--- src/rtl/cp0.sv ---
// Coprocessor-0 for the five-stage MIPS pipeline: owns SR, Cause, EPC and PRId,
// and raises Req when the M-stage instruction must be trapped.
module cp0 #(
    parameter logic [31:0] PRID = 32'h2023_0707
) (
    input  logic        clk,
    input  logic        reset,
    input  logic        en,
    input  logic [4:0]  CP0Add,
    input  logic [31:0] CP0In,
    output logic [31:0] CP0Out,
    input  logic [31:0] VPC,
    input  logic        BDIn,
    input  logic [4:0]  ExcCodeIn,
    input  logic [5:0]  HWInt,
    input  logic        EXLClr,
    output logic [31:0] EPCOut,
    output logic        Req
);

    localparam logic [4:0] ADDR_SR    = 5'd12;
    localparam logic [4:0] ADDR_CAUSE = 5'd13;
    localparam logic [4:0] ADDR_EPC   = 5'd14;
    localparam logic [4:0] ADDR_PRID  = 5'd15;

    logic [5:0]  sr_im;
    logic        sr_exl;
    logic        sr_ie;
    logic        cause_bd;
    logic [5:0]  cause_ip;
    logic [4:0]  cause_exc;
    logic [31:0] epc;

    logic        int_req;
    logic        exc_req;
    logic [31:0] sr_word;
    logic [31:0] cause_word;

    // Uses the live interrupt lines so latency is zero cycles, not the IP copy.
    assign int_req = sr_ie & ~sr_exl & (|(HWInt & sr_im));
    assign exc_req = ~sr_exl & (ExcCodeIn != 5'd0);
    assign Req     = ~reset & (int_req | exc_req);

    assign sr_word    = {16'b0, sr_im, 8'b0, sr_exl, sr_ie};
    assign cause_word = {cause_bd, 15'b0, cause_ip, 3'b0, cause_exc, 2'b0};
    assign EPCOut     = epc;

    always_comb begin
        CP0Out = 32'b0;
        case (CP0Add)
            ADDR_SR:    CP0Out = sr_word;
            ADDR_CAUSE: CP0Out = cause_word;
            ADDR_EPC:   CP0Out = epc;
            ADDR_PRID:  CP0Out = PRID;
            default:    CP0Out = 32'b0;
        endcase
    end

    always_ff @(posedge clk) begin
        if (reset) begin
            sr_im     <= 6'b0;
            sr_exl    <= 1'b0;
            sr_ie     <= 1'b0;
            cause_bd  <= 1'b0;
            cause_ip  <= 6'b0;
            cause_exc <= 5'b0;
            epc       <= 32'b0;
        end else begin
            cause_ip <= HWInt;
            if (Req) begin
                // The victim is flushed, so any mtc0 or eret alongside it is dropped.
                sr_exl    <= 1'b1;
                cause_bd  <= BDIn;
                cause_exc <= int_req ? 5'd0 : ExcCodeIn;
                epc       <= BDIn ? (VPC - 32'd4) : VPC;
            end else begin
                if (en && CP0Add == ADDR_SR) begin
                    sr_im  <= CP0In[15:10];
                    sr_exl <= CP0In[1];
                    sr_ie  <= CP0In[0];
                end
                if (en && CP0Add == ADDR_EPC) begin
                    epc <= CP0In;
                end
                if (EXLClr) begin
                    sr_exl <= 1'b0;
                end
            end
        end
    end

endmodule

--- config.mk ---
export PLATFORM = sky130hd
export DESIGN_NAME = cp0
export DESIGN_NICKNAME = d
export VERILOG_FILES = /design/src/rtl/cp0.sv
export SDC_FILE = /design/constraint.sdc
export NUM_CORES = 1
export LEC_CHECK = 0
export ABC_AREA = 1
export BUFFER_PORTS_ARGS = -buffer_cell sky130_fd_sc_hd__buf_2
export CAP_MARGIN = 40
export CELL_PAD_IN_SITES_DETAIL_PLACEMENT = 2
export CELL_PAD_IN_SITES_GLOBAL_PLACEMENT = 2
export CORE_MARGIN = 2
export CORE_UTILIZATION = 24
export CTS_CLUSTER_DIAMETER = 30
export CTS_CLUSTER_SIZE = 40
export DETAILED_ROUTE_END_ITERATION = 16
export PLACE_DENSITY_LB_ADDON = 0.1
export SLEW_MARGIN = 10
export SYNTH_ARGS = -nofsm -noshare
export SYNTH_HDL_FRONTEND = slang
export SYNTH_SLANG_ARGS = --single-unit
--- constraint.sdc ---
create_clock -name clk -period 1.9 [get_ports clk]
set_input_delay 0 -clock clk [delete_from_list [all_inputs] [get_ports clk]]
set_output_delay 0 -clock clk [all_outputs]
set_load 0.005 [all_outputs]
==> summary.txt <==
run status -> finished clean
Buffers on Ports -> 149
clock sink count -> 52
total congestion overflow -> 0
via count of the first global-routing pass -> 4698
Boundary Pins -> 150
Vias/cell -> 4.643
clk_skew -> 0.005320 ns
peak fanout along the critical path -> 11
register area share after synthesis -> 29.41%
Synth Area in XOR/XNOR -> 4.454%
Synth Area in Simple Gates -> 39.34%
die height -> 125.4 um
gr usage total -> 20.12%
H-tree Lvls -> 2
CTS tree -> done
Die Wd -> 125.4 um
Critical Path Slowest Stage Cell -> dlygate4sd3_1
FF-to-FF End -> EPCOut[31]
Worst Hold Path EP -> EPCOut[7]
Max VDD drop -> 0.0003020 V
CP bufs+invs -> 5
Starting Density -> 24.45%
Netlist Area Pre-Place -> 3540 um2
unrepaired setup endpoints after global routing -> false
minimum clock period -> 1.777 ns
Startpoint Class -> input port
Final Hold Fails -> 0
DR vias -> 4323
Clock transition at path regs -> 0.07 ns
Final TNS setup -> 0 ns
kind of cell adding the most delay to the critical path -> buffers and inverters
cell with the most instances on the worst path -> buf_2
max-cap violations -> 0
Setup CP Type -> input port to output port
Syn Area/Cell -> 6.071 um2
CP max stage delay -> 0.55 ns
clk_lat worst skew -> 0.30 ns
number of setup buffers added after CTS -> 0
CP Data Required Time -> 1.90 ns
syn nets -> 669
final wirelength -> 16300 um
Hold/Removal Path Class -> input port to flip-flop
Synth Area in Compound Gates -> 15.69%
critical path capture point type -> output port
grt met2 use -> 38.35%
f_max -> 0.5627 GHz
largest net degree at the start of global routing -> 39
Synth Register Bits -> 52
root buffer cell -> clkbuf_16
share of post-route cells with drive strength above 1 -> 25.97%
Worst Hold Depth -> 3
Data arrival, critical path -> 1.78 ns
Diodes inserted -> 0
R2R setup slack -> 0.24 ns
CP Cell Sequence -> dlygate4sd3_1, buf_2, nor2_1, nand2_1, o21ai_1, nand2_4, nand2_8, inv_2, buf_4, buf_2
area delta synth->final -> 36.23%
number of flops mapped to enable cells by yosys -> 0
initial antenna violation count -> 0
largest family of logic cells by synthesized area -> simple AND/OR/NAND/NOR gates
Worst Tran Pin Value -> 0.4875 ns
Clock Tree Buf Depth -> 2
gpl congestion -> 0.8281
endpoints failing setup -> 0
Max transition margin -> 67.50%
post-route ant nets -> 0
synth unique cells -> 43
drt first pass iters -> 4
drt drc -> 0
area share of fa/ha/maj cells after synthesis -> 0.3535%
portion of netlist area occupied by mux cells -> 0%
DRT iter0 DRCs -> 145
total CTS buffers -> 5
total power -> 0.002898 W
Leakage -> 2.394 nW
min-delay src -> CP0In[7]
core footprint -> 14480 um2
ys async rst share -> 0%
average wire per standard cell -> 17.51 um
met1 usage -> 24.78%
Final Cycle Share -> 93.54%
RR Startpoint -> sr_im[5]
post-layout util -> 33.30%
ys flop type -> dfxtp_1
Final Max Slew Viols -> 0
DP HPWL -> 13260 um
row cnt -> 44
Cell Pwr Density -> 600.9 nW/um2
Yosys Warn Count -> 0
first-pass GRT wire length -> 25240 um
Nets -> 832
die area -> 15740 um2
fill count -> 1850
reg2reg path depth -> 12
Mapped Cells -> 583
gr busiest metal -> met2
GR Util met3 -> 1.626%
-- synthesized netlist by cell type (2+ instances only) --
| cell type | number | share of area (%) |
|---|---|---|
| nand2_1 | 190 | 20 |
| nor2_1 | 86 | 9.1 |
| inv_1 | 66 | 7.0 |
| dfxtp_1 | 52 | 29 |
| o21ai_0 | 41 | 5.8 |
| a21oi_1 | 29 | 4.1 |
| nand3_1 | 20 | 2.8 |
| xor2_1 | 15 | 3.7 |
| clkbuf_1 | 8 | 0.85 |
| buf_2 | 6 | 0.85 |
| o21ai_1 | 6 | 0.85 |
| nand2_4 | 5 | 1.6 |
| nand4_1 | 5 | 0.88 |
| buf_4 | 4 | 0.85 |
| nor2_2 | 4 | 0.71 |
| a211oi_1 | 3 | 0.64 |
| a31oi_1 | 3 | 0.53 |
| nand2_2 | 3 | 0.53 |
| nor2_4 | 3 | 0.95 |
| xnor2_1 | 3 | 0.74 |
| a211oi_2 | 2 | 0.71 |
| a21oi_2 | 2 | 0.49 |
| a22o_1 | 2 | 0.49 |
| buf_6 | 2 | 0.64 |
| inv_2 | 2 | 0.21 |
| o211ai_1 | 2 | 0.42 |
| o21bai_1 | 2 | 0.42 |
| o221ai_1 | 2 | 0.49 |
-- cells in the final DEF (no fill, tap or decap), drive strengths merged, types with 3 or more instances in the layout --
master,n
buf,159
a31oi,3
nand3,21
clkbuf,7
o21ai,47
xor2,15
a211oi,5
nand4,5
a21oi,31
dlygate4sd3,17
nor2,94
inv,68
dfxtp,52
nand2,200
xnor2,3
-- per-stage QoR --
step           hold slack, ns  instances  instance area (um2)  worst slack, ns
2_1_floorplan          0.1070        583                 3540           0.5455
3_3_place_gp           0.2285        905                 4487           0.2776
5_1_grt               0.01060        931                 4822         0.007152
4_1_cts             0.0007110        930                 4807           0.1007
6_report             0.002099        931                 4822           0.1228
3_5_place_dp           0.2430        905                 4487           0.1833
-- power by group --
part / switching (W) / total (W) / leakage [nW] / internal (W)
registers: 0.0000653 / 0.00124 / 0.429 / 0.00117
clock network: 0.000432 / 0.000958 / 0.0701 / 0.000527
logic: 0.000424 / 0.000701 / 1.90 / 0.000278
-- layer usage --
layer  part of all wire (%)  up-vias
met5                      0        -
met4                   0.52        0
met3                    2.6        5
met2                     52       80
met1                     45     2090
li1                       -     2148
-- state kept, by name, summed over array words and instances (netlist names) --
register / flops
EPCOut: 32
cause_ip: 6
sr_im: 6
cause_exc: 5
cause_bd: 1
sr_exl: 1
sr_ie: 1
-- worst max path at each step --
stage	endpoint	slack, ns	from	depth (start not counted)
floorplan	EPCOut[29]	0.55	sr_im[2]	11
global placement	EPCOut[22]	0.28	sr_im[2]	11
detailed placement	EPCOut[29]	0.18	sr_im[3]	11
CTS	Req	0.10	HWInt[2]	12
global route	Req	0.007	HWInt[5]	12
finish	Req	0.12	ExcCodeIn[3]	10
-- cells by family after synthesis --
| kind of cell | after synthesis |
|---|---|
| and+or+nand+nor | 325 |
| DFF | 52 |
| AOI/OAI and AO/OA | 97 |
| buffers and inverters | 90 |
| xor gates and xnor gates | 18 |
| adders and majority gates | 1 |
-- final cells by class --
type | instances | area (um2) | area share, %
Multi-Input combinational cell | 442 | 2130 | 44.16
Sequential cell | 52 | 1041 | 21.59
Timing Repair Buffer | 176 | 1007 | 20.89
Inverter | 69 | 264.0 | 5.475
Tap cell | 184 | 230.2 | 4.774
Clock buffer | 7 | 142.6 | 2.958
Clock inverter | 1 | 7.507 | 0.1557
-- worst register-to-register path, cell delays in order (launching register included) --
cell	delay, ns
dfxtp_1	0.36
nand2_1	0.07
nand2_1	0.07
nor2_1	0.04
nand2_2	0.09
nand2_4	0.08
nand2_4	0.16
nand2_8	0.12
inv_2	0.12
buf_12	0.16
nand2_1	0.08
nand2_1	0.10
a21oi_1	0.08
-- what timing repair did --
item,CTS,global route
gates resized for setup,0,1
endpoints found under the setup margin,0,5
hold buffers,17,0
endpoints found under the hold margin,16,0
Note: power is estimated with default switching activity, not from simulation.
